===== config.mk =====
export PLATFORM = sky130hd
export DESIGN_NAME = single_port_blockram_requester
export DESIGN_NICKNAME = d
export VERILOG_FILES = /design/src/rtl/single_port_blockram_requester.sv
export SDC_FILE = /design/constraint.sdc
export NUM_CORES = 1
export LEC_CHECK = 0
export CAP_MARGIN = 20
export CORE_UTILIZATION = 48
export DETAILED_ROUTE_END_ITERATION = 7
export PLACE_DENSITY_LB_ADDON = 0.1
export SYNTH_ARGS = -nofsm -noshare
export SYNTH_HDL_FRONTEND = slang
export SYNTH_SLANG_ARGS = --single-unit

===== constraint.sdc =====
create_clock -name clk_in -period 6.1 [get_ports clk_in]
set_clock_uncertainty 0.05 [all_clocks]
set_input_delay 0.915 -clock clk_in [delete_from_list [all_inputs] [get_ports clk_in]]
set_output_delay 0.915 -clock clk_in [all_outputs]
set_load 0.01 [all_outputs]

===== src/rtl/single_port_blockram_requester.sv =====
// -----------------------------------------------------------------------------
// single_port_blockram_requester
//
// Purpose:
//   Initiator-side front end for a single-port block RAM. Read and byte-masked
//   write requests come in over a valid/ready handshake and are forwarded to
//   the RAM port through one register stage. Reads are tracked through a
//   fixed-latency tag pipe. Their data returns in request order through a
//   small response FIFO that supports backpressure. A credit counter limits
//   the number of outstanding reads to the FIFO depth, so a response is
//   never dropped.
//
// Ports:
//   clk_in, reset_in        clock and synchronous active-high reset
//   request_*               request channel (valid/ready, write flag, address,
//                           byte mask, write data)
//   response_*              response channel (valid/ready, read data)
//   ram_*                   RAM port (access enable, byte write enables,
//                           set address, write entry, read entry)
//   init_done_out           high while the requester is in RUN
//
// Configuration:
//   BLOCKRAM_INIT_SWEEP_EN  when defined, every set is zero-filled after reset
//                           before the first request is accepted
// -----------------------------------------------------------------------------
`ifndef BYTE_LEN_IN_BITS
`define BYTE_LEN_IN_BITS 8
`endif

module single_port_blockram_requester #(
    parameter int SINGLE_ENTRY_WIDTH_IN_BITS = 64,
    parameter int NUM_SET                    = 64,
    parameter int SET_PTR_WIDTH_IN_BITS      = $clog2(NUM_SET),
    parameter int WRITE_MASK_LEN             = SINGLE_ENTRY_WIDTH_IN_BITS / `BYTE_LEN_IN_BITS,
    parameter int READ_LATENCY               = 1,
    parameter int RESP_FIFO_DEPTH            = 2
) (
    input  logic                                  clk_in,
    input  logic                                  reset_in,
    input  logic                                  request_valid_in,
    output logic                                  request_ready_out,
    input  logic                                  request_write_in,
    input  logic [SET_PTR_WIDTH_IN_BITS-1:0]      request_addr_in,
    input  logic [WRITE_MASK_LEN-1:0]             request_write_mask_in,
    input  logic [SINGLE_ENTRY_WIDTH_IN_BITS-1:0] request_data_in,
    output logic                                  response_valid_out,
    input  logic                                  response_ready_in,
    output logic [SINGLE_ENTRY_WIDTH_IN_BITS-1:0] response_data_out,
    output logic                                  ram_access_en_out,
    output logic [WRITE_MASK_LEN-1:0]             ram_write_en_out,
    output logic [SET_PTR_WIDTH_IN_BITS-1:0]      ram_set_addr_out,
    output logic [SINGLE_ENTRY_WIDTH_IN_BITS-1:0] ram_write_entry_out,
    input  logic [SINGLE_ENTRY_WIDTH_IN_BITS-1:0] ram_read_entry_in,
    output logic                                  init_done_out
);

    localparam int CNT_WIDTH = $clog2(RESP_FIFO_DEPTH + 1);
    localparam int PTR_WIDTH = (RESP_FIFO_DEPTH > 1) ? $clog2(RESP_FIFO_DEPTH) : 1;
    localparam logic [CNT_WIDTH-1:0] CREDIT_MAX = CNT_WIDTH'(RESP_FIFO_DEPTH);
    localparam logic [PTR_WIDTH-1:0] PTR_LAST   = PTR_WIDTH'(RESP_FIFO_DEPTH - 1);

    // IDLE is the cycle spent in reset. It keeps every output low until
    // reset is released.
`ifdef BLOCKRAM_INIT_SWEEP_EN
    typedef enum logic [1:0] {ST_IDLE, ST_INIT, ST_RUN} state_t;
    localparam logic [SET_PTR_WIDTH_IN_BITS-1:0] SWEEP_LAST = SET_PTR_WIDTH_IN_BITS'(NUM_SET - 1);
    logic [SET_PTR_WIDTH_IN_BITS-1:0] sweepCnt_q, sweepCnt_d;
`else
    typedef enum logic [1:0] {ST_IDLE, ST_RUN} state_t;
`endif

    state_t state_q, state_d;

    logic                                  ramAccessEn_q, ramAccessEn_d;
    logic [WRITE_MASK_LEN-1:0]             ramWriteEn_q, ramWriteEn_d;
    logic [SET_PTR_WIDTH_IN_BITS-1:0]      ramSetAddr_q, ramSetAddr_d;
    logic [SINGLE_ENTRY_WIDTH_IN_BITS-1:0] ramWriteEntry_q, ramWriteEntry_d;
    logic                                  issueRead_q, issueRead_d;
    logic [READ_LATENCY-1:0]               readPipe_q, readPipe_d;
    logic [CNT_WIDTH-1:0]                  credits_q, credits_d;
    logic [CNT_WIDTH-1:0]                  fifoCount_q, fifoCount_d;
    logic [PTR_WIDTH-1:0]                  fifoHead_q, fifoHead_d;
    logic [PTR_WIDTH-1:0]                  fifoTail_q, fifoTail_d;
    logic [SINGLE_ENTRY_WIDTH_IN_BITS-1:0] fifoMem [RESP_FIFO_DEPTH];

    logic requestAccept;
    logic readAccept;
    logic respPush;
    logic respPop;

    assign request_ready_out   = (state_q == ST_RUN) && (credits_q != '0);
    assign init_done_out       = (state_q == ST_RUN);
    assign requestAccept       = request_valid_in && request_ready_out;
    assign readAccept          = requestAccept && !request_write_in;
    assign response_valid_out  = (fifoCount_q != '0);
    assign respPop             = response_valid_out && response_ready_in;
    assign respPush            = readPipe_q[READ_LATENCY-1];
    assign response_data_out   = response_valid_out ? fifoMem[fifoHead_q] : '0;

    assign ram_access_en_out   = ramAccessEn_q;
    assign ram_write_en_out    = ramWriteEn_q;
    assign ram_set_addr_out    = ramSetAddr_q;
    assign ram_write_entry_out = ramWriteEntry_q;

    // Next-state and RAM command logic. The RAM command is registered, so
    // whatever is selected here appears on the RAM port one cycle later.
    always_comb begin
        state_d         = state_q;
        ramAccessEn_d   = 1'b0;
        ramWriteEn_d    = '0;
        ramSetAddr_d    = ramSetAddr_q;
        ramWriteEntry_d = ramWriteEntry_q;
        issueRead_d     = 1'b0;
`ifdef BLOCKRAM_INIT_SWEEP_EN
        sweepCnt_d      = sweepCnt_q;
`endif
        case (state_q)
            ST_IDLE: begin
`ifdef BLOCKRAM_INIT_SWEEP_EN
                state_d = ST_INIT;
`else
                state_d = ST_RUN;
`endif
            end
`ifdef BLOCKRAM_INIT_SWEEP_EN
            ST_INIT: begin
                ramAccessEn_d   = 1'b1;
                ramWriteEn_d    = '1;
                ramSetAddr_d    = sweepCnt_q;
                ramWriteEntry_d = '0;
                sweepCnt_d      = sweepCnt_q + SET_PTR_WIDTH_IN_BITS'(1);
                if (sweepCnt_q == SWEEP_LAST) begin
                    state_d = ST_RUN;
                end
            end
`endif
            ST_RUN: begin
                // A write with an all-zero mask still occupies the port but
                // does not count as a read, so it never produces a response.
                if (requestAccept) begin
                    ramAccessEn_d   = 1'b1;
                    ramWriteEn_d    = request_write_in ? request_write_mask_in : '0;
                    ramSetAddr_d    = request_addr_in;
                    ramWriteEntry_d = request_data_in;
                    issueRead_d     = !request_write_in;
                end
            end
            default: state_d = ST_IDLE;
        endcase
    end

    // Read tags follow the RAM command. When a tag leaves the last stage, the
    // RAM read data is valid in that same cycle.
    always_comb begin
        readPipe_d    = '0;
        readPipe_d[0] = issueRead_q;
        for (int i = 1; i < READ_LATENCY; i++) begin
            readPipe_d[i] = readPipe_q[i-1];
        end
    end

    // A credit is used when a read is accepted and returned when its response
    // is popped. As a result, the FIFO can never overflow.
    always_comb begin
        credits_d = credits_q;
        if (readAccept && !respPop) begin
            credits_d = credits_q - CNT_WIDTH'(1);
        end else if (!readAccept && respPop) begin
            credits_d = credits_q + CNT_WIDTH'(1);
        end
    end

    // Circular FIFO bookkeeping. A simultaneous push and pop leaves the
    // count unchanged.
    always_comb begin
        fifoHead_d  = fifoHead_q;
        fifoTail_d  = fifoTail_q;
        fifoCount_d = fifoCount_q;
        if (respPush) begin
            fifoTail_d = (fifoTail_q == PTR_LAST) ? '0 : fifoTail_q + PTR_WIDTH'(1);
        end
        if (respPop) begin
            fifoHead_d = (fifoHead_q == PTR_LAST) ? '0 : fifoHead_q + PTR_WIDTH'(1);
        end
        if (respPush && !respPop) begin
            fifoCount_d = fifoCount_q + CNT_WIDTH'(1);
        end else if (!respPush && respPop) begin
            fifoCount_d = fifoCount_q - CNT_WIDTH'(1);
        end
    end

    // State registers. Reset discards in-flight reads and buffered responses.
    always_ff @(posedge clk_in) begin
        if (reset_in) begin
            state_q         <= ST_IDLE;
            ramAccessEn_q   <= 1'b0;
            ramWriteEn_q    <= '0;
            ramSetAddr_q    <= '0;
            ramWriteEntry_q <= '0;
            issueRead_q     <= 1'b0;
            readPipe_q      <= '0;
            credits_q       <= CREDIT_MAX;
            fifoCount_q     <= '0;
            fifoHead_q      <= '0;
            fifoTail_q      <= '0;
`ifdef BLOCKRAM_INIT_SWEEP_EN
            sweepCnt_q      <= '0;
`endif
        end else begin
            state_q         <= state_d;
            ramAccessEn_q   <= ramAccessEn_d;
            ramWriteEn_q    <= ramWriteEn_d;
            ramSetAddr_q    <= ramSetAddr_d;
            ramWriteEntry_q <= ramWriteEntry_d;
            issueRead_q     <= issueRead_d;
            readPipe_q      <= readPipe_d;
            credits_q       <= credits_d;
            fifoCount_q     <= fifoCount_d;
            fifoHead_q      <= fifoHead_d;
            fifoTail_q      <= fifoTail_d;
`ifdef BLOCKRAM_INIT_SWEEP_EN
            sweepCnt_q      <= sweepCnt_d;
`endif
        end
    end

    // FIFO storage is not reset. An empty FIFO is masked at the output.
    always_ff @(posedge clk_in) begin
        if (respPush) begin
            fifoMem[fifoTail_q] <= ram_read_entry_in;
        end
    end

endmodule

==> metrics.txt, run 1 <==
status finished clean; final cell count without fillers 1150; CTS tree done; VDD IR max 0.203 mV; hold buffer count at cts 0; Worst Path Required 5.13 ns; min setup slack post-route 2.83 ns; Post-DP HPWL 12.5 mm; crit path buf inv count 2; Synth Register Bits 217; initial antenna violation count 0; maximum capacitance violations 0; crit path DAT 2.30 ns; first-pass GRT wire length 29.6 mm; Metal-1 WL 7.18 mm; drt pass-1 iters 4; count of different cell masters after synthesis 25; via/cell ratio 4.92; Final Cycle Share 0.535; Initial DRC Count 237; number of CTS-inserted buffers 22; Total GRT Usage 0.217; DIE HEIGHT 131 um; Hold Slack 0.397 ns; Finished Cell Area 11700 um^2; Cell Rows 46; Core Util, Final 0.728; DIE AREA 17200 um^2; Syn Std Cell Area 8030 um^2; clock buffer depth 3; setup violators final 0; post-route setup TNS 0 ns; largest net degree at the start of global routing 74; H-tree lvl count 1; DR WL/cell 16.5 um; crit start category register; Worst Max-Slew Pin Slew 0.863 ns; aggregate global routing overflow 0; CP top delay family buffers and inverters; sequential element share of the synthesized area 0.701; PwrDens 314 nW/um^2; slew margin rel. 0.425; Max Used Layer met4; Worst path max stage delay 0.62 ns; post-CTS setup buffers 0; syn_area_per_cell 12.6 um^2; Gates resized, CTS repair 0; I/O pin cnt 293; crit end category output pin; Clock Latency Late Sink 0.49 ns; Period minus WS final 3.27 ns; RePlAce Congestion 0.767; Placed Cells 1110; metal3 WL 1.56 mm; syn_nets 784; Slew Limit Fails 0; Pwr Total 3.68 mW; RSZ-0062 raised after global routing no; area delta synth->final 46.1%; vias in the first global route 5749; NumNets Final 1068; critical path type reg2out; P_leak 3.93 nW; final hold violations 0; Port Buf Inserts 292; n_diodes 0; TritonCTS Sinks 217; final WL 19.0 mm; Hold Path Class reg2reg; dpl ws 2.98 ns; antenna viol nets, final 0; crit-path max FO 42; drt drc 0; core box area 16100 um^2; critical-path cell list buf_16 -> mux2i_1 -> nor2_1 -> clkdlybuf4s50_1; Synth Warn # 0; Area after DPL 11000 um^2; CTS root buf clkbuf_16; Worst path slowest cell dfxtp_4; Gate Count Post-Synth 635; Initial Util 0.498; Vias 5655; metal2 WL 9.69 mm; die width 131 um; Fmax 0.306 GHz; clock-pin slew on the worst setup and hold paths 0.06 ns; share of layout cells above drive strength 1 0.0782
cells by family after synthesis:
family | Yosys count | share of synthesized area
xor+xnor | 6 | 0.00655
mux | 64 | 0.0798
simple gates | 228 | 0.112
compound gates | 77 | 0.0650
fa+ha+maj | 2 | 0.00312
buf+inv | 41 | 0.0327
flops | 217 | 0.701
flip-flops by register name (all words and copies together) (netlist names), named ones only:
signal / count
fifoMem: 128
ram_write_entry_out: 64
ram_write_en_out: 8
ram_set_addr_out: 6
credits_q: 2
fifoCount_q: 2
fifoHead_q: 1
fifoTail_q: 1
issueRead_q: 1
ram_access_en_out: 1
readPipe_q: 1
state_q: 1
worst reg2reg max path: stages (launching register included):
cell and delay (ns):
dfxtp_1 0.40, o211ai_4 0.19, buf_4 0.60, nor2_1 0.10, ha_1 0.34, or3_1 0.35
nand3_1 0.09
where the power goes:
group	switching, mW	total, mW	internal, mW
combinational	0.352	0.780	0.428
sequential	0.0483	1.64	1.59
clock	0.515	1.26	0.744
per-layer routing:
layer | GRT usage | vias up
li1 | - | 2738
met1 | 0.239 | 2672
met2 | 0.395 | 205
met3 | 0.0640 | 40
met4 | 0.0736 | 0
met5 | 0 | -
cells in the mapped netlist (all sizes together):
cell | number | area [um^2]
a21oi | 71 | 468
and2 | 9 | 56.3
and3 | 1 | 11.3
buf | 31 | 225
clkbuf | 8 | 30.0
dfxtp | 89 | 1780
edfxtp | 128 | 3840
ha | 2 | 25.0
inv | 2 | 7.51
mux2i | 64 | 641
nand2 | 140 | 526
nand3 | 1 | 5.00
nor2 | 72 | 270
nor2b | 2 | 12.5
nor3 | 1 | 5.00
o211a | 1 | 10.0
o211ai | 1 | 21.3
o21a | 1 | 7.51
o21ai | 3 | 15.0
or3 | 2 | 12.5
xnor2 | 2 | 17.5
xor2 | 4 | 35.0
final timing paths:
kind / from / end / cells past startpoint / slack (ns)
max: register / response_data_out[16] / 4 / 2.83
max reg2reg: credits_q[0] / credits_q[1] / 6 / 3.92
min: issueRead_q / readPipe_q / 1 / 0.40
min reg2reg: issueRead_q / readPipe_q / 1 / 0.40
layout by cell type (no fill, tap or decap), types with 2 or more instances in the layout:
| master | instances |
|---|---|
| a21oi_1 | 41 |
| a21oi_2 | 30 |
| and2_1 | 8 |
| buf_4 | 6 |
| clkbuf_1 | 8 |
| clkbuf_16 | 23 |
| clkdlybuf4s50_1 | 291 |
| clkinv_1 | 3 |
| dfxtp_1 | 88 |
| edfxtp_1 | 128 |
| ha_1 | 2 |
| inv_1 | 2 |
| mux2i_1 | 64 |
| nand2_1 | 140 |
| nor2_1 | 71 |
| o21ai_0 | 3 |
| or3_1 | 2 |
| xnor2_1 | 2 |
| xor2_1 | 4 |
layout make-up:
type | count | area, um^2
multi-input cells | 377 | 2150
inverters | 2 | 7.51
clock inverters | 7 | 58.8
clock buffers | 32 | 619
flip-flops and latches | 217 | 5630
repair buffers | 299 | 2990
well taps | 216 | 270
fillers | 1109 | 4390
Power figures use the tool's default switching activity.
==> inputs of run 2 (changes only) <==
--- a/config.mk
+++ b/config.mk
@@ -6,7 +6,7 @@
 export NUM_CORES = 1
 export LEC_CHECK = 0
 export CAP_MARGIN = 20
-export CORE_UTILIZATION = 48
+export CORE_UTILIZATION = 45
 export DETAILED_ROUTE_END_ITERATION = 7
 export PLACE_DENSITY_LB_ADDON = 0.1
 export SYNTH_ARGS = -nofsm -noshare
==> constraint.sdc (replaced) <==
create_clock -name clk_in -period 3.2 [get_ports clk_in]
set_clock_uncertainty 0.05 [all_clocks]
set_input_delay 0.48 -clock clk_in [delete_from_list [all_inputs] [get_ports clk_in]]
set_output_delay 0.48 -clock clk_in [all_outputs]
set_load 0.01 [all_outputs]
==> metrics.txt, run 2 (synthesis results as in run 1) <==
status finished clean; slew margin rel. 0.498 (+0.0737); Placed Cells 1122 (+1.1%); switching fraction of total power 0.248 (-0.000862); Biggest register fifoMem; antenna viol nets, final 0 (unchanged); Clock Latency Late Sink 0.48 ns (about the same); Worst Max-Slew Pin Slew 0.753 ns (-0.110 ns); CTS root buf clkbuf_16; initial antenna violation count 0 (unchanged); Worst path slowest cell clkdlybuf4s50_1; CTS tree done; post-route setup TNS 0 ns (unchanged); post-CTS setup buffers 0 (unchanged); Final Cycle Share 0.855; Total GRT Usage 0.205 (-0.0117); reg2reg start readPipe_q; Hold Path Class reg2reg; largest net degree at the start of global routing 73 (-1.4%); crit path DAT 2.21 ns (-0.09 ns); fillcell total 1253 (+13%); Worst path max stage delay 0.50 ns (-0.12 ns); drt pass-1 iters 5 (+1); reg2reg setup slack 1.45 ns (-2.47 ns); Finished Cell Area 11800 um^2 (+0.82%); commonest non-fill, non-tap cell in the layout clkdlybuf4s50_1; combinational share of power 0.213 (about the same); clock-pin slew on the worst setup and hold paths 0.06 ns (about the same); Worst Path Required 2.67 ns (-2.46 ns); RSZ-0062 raised after global routing no; Vias 5660 (+0.088%); crit-path max FO 48 (+14%); metal3 WL 1.86 mm (+20%); Initial DRC Count 170 (-28%); Hold Slack 0.403 ns (+0.00568 ns); cell internal pwr 5.34 mW (+93%); Cell Rows 48 (+4.3%); Period minus WS final 2.74 ns; n_diodes 0 (unchanged); NumNets Final 1071 (+0.28%); hold buffer count at cts 0 (unchanged); Area after DPL 11100 um^2 (+0.90%); sequential share of power 0.440 (-0.006); Metal-1 WL 7.21 mm (+0.47%); final cell count without fillers 1163 (+1.1%); VDD IR max 0.416 mV (+100%); share of layout cells above drive strength 1 0.0832 (+0.00500); first-pass GRT wire length 29.0 mm (-1.9%); RePlAce Congestion 0.777 (+1.3%); Switch Pwr 1.76 mW (+92%); Gates resized, CTS repair 0 (unchanged); Pwr Total 7.10 mW (+93%); critical path type reg2out; Post-DP HPWL 13.6 mm (+9.0%); clock power share 0.347 (+0.005); final WL 19.2 mm (+1.5%); Multi-input gate area 2150 um^2 (unchanged); Initial Util 0.462 (-0.0356); clock buffer depth 3 (unchanged); PwrDens 600 nW/um^2 (+91%); via/cell ratio 4.87 (-1.0%); die width 136 um (+3.2%); Slew Limit Fails 0 (unchanged); min setup slack post-route 0.465 ns (-2.37 ns); DIE AREA 18400 um^2 (+6.6%); Core Util, Final 0.681 (-0.0465); final hold violations 0 (unchanged); Critical R2R Capture fifoMem[0][45]; DIE HEIGHT 136 um (+3.2%); TritonCTS Sinks 217 (unchanged); Largest register FFs 128 (unchanged); P_leak 3.97 nW (+1.1%); core box area 17400 um^2 (+7.7%); I/O pin cnt 293 (unchanged); Port Buf Inserts 292 (unchanged); H-tree lvl count 1 (unchanged); number of CTS-inserted buffers 23 (+4.5%); crit start category register; maximum capacitance violations 0 (unchanged); critical-path cell list nor2_4 -> buf_12 -> nor2_1 -> clkdlybuf4s50_1; Max Used Layer met4; DR WL/cell 16.5 um (+0.33%); hold depth 1 (unchanged); Fmax 0.366 GHz; Hold Crit Start issueRead_q; setup violators final 0 (unchanged); vias in the first global route 5678 (-1.2%); drt drc 0 (unchanged); aggregate global routing overflow 0 (unchanged); cell count of the worst reg-to-reg path 2 (-4); commonest cells after routing, fill and taps aside clkdlybuf4s50_1 (291), nand2_1 (140), edfxtp_1 (128), dfxtp_1 (88), nor2_1 (71); Sequential Area 5630 um^2 (unchanged); hold endpoint readPipe_q; area delta synth->final 47.3%; dpl ws 0.964 ns (-2.02 ns); metal2 WL 9.76 mm (+0.70%); crit end category output pin
[run 2: changes by cell type in the layout (fill, tap and decap cells not counted)]
cell and change:
clkinvlp_4 -1, clkbuf_8 -1, clkinvlp_2 +1, buf_16 -1
buf_4 -1, clkinv_1 +4, buf_12 +5, clkbuf_1 -5
bufinv_16 +1, clkinv_2 +3, buf_2 -1
[run 2: area by class of cell]
class | instances | area share
sequential | 217 | 0.476
timing repair buffer | 301 | 0.258
multi-input combinational | 377 | 0.182
clock buffer | 26 | 0.0496
tap | 225 | 0.0238
clock inverter | 15 | 0.00984
inverter | 2 | 0.000635
[run 2: layer usage]
metal	vias up	track usage
li1	2753	-
met1	2661	0.230
met2	218	0.363
met3	28	0.0718
met4	0	0.0618
met5	-	0
[run 2: worst max-delay path by stage]
stage,from,end,slack (ns),cells after the start
6_report,fifoCount_q[0],response_data_out[52],0.46,4
5_1_grt,fifoCount_q[0],response_data_out[52],0.37,4
4_1_cts,register,response_data_out[7],0.44,4
3_5_place_dp,fifoCount_q[0],response_data_out[52],0.96,4
3_3_place_gp,fifoCount_q[0],response_data_out[52],0.99,4
2_1_floorplan,readPipe_q,fifoMem[0][0],0.65,1
[run 2: power by group through the flow]
stage / registers, mW / clock network (mW) / logic [mW]
after floorplan: 3.15 / 0 / 0.732
after CTS: 3.12 / 2.52 / 1.53
after global placement: 3.17 / 0 / 1.50
after detailed placement: 3.18 / 0 / 1.52
after global routing: 3.13 / 2.64 / 1.62
final: 3.12 / 2.47 / 1.51
[run 2: worst max-delay path: cells and delay by family (launching register included)]
kind / cells / cell delay, ns
AND/OR/NAND/NOR: 2 / 0.53
flip-flops: 1 / 0.37
buffers and inverters: 2 / 0.79
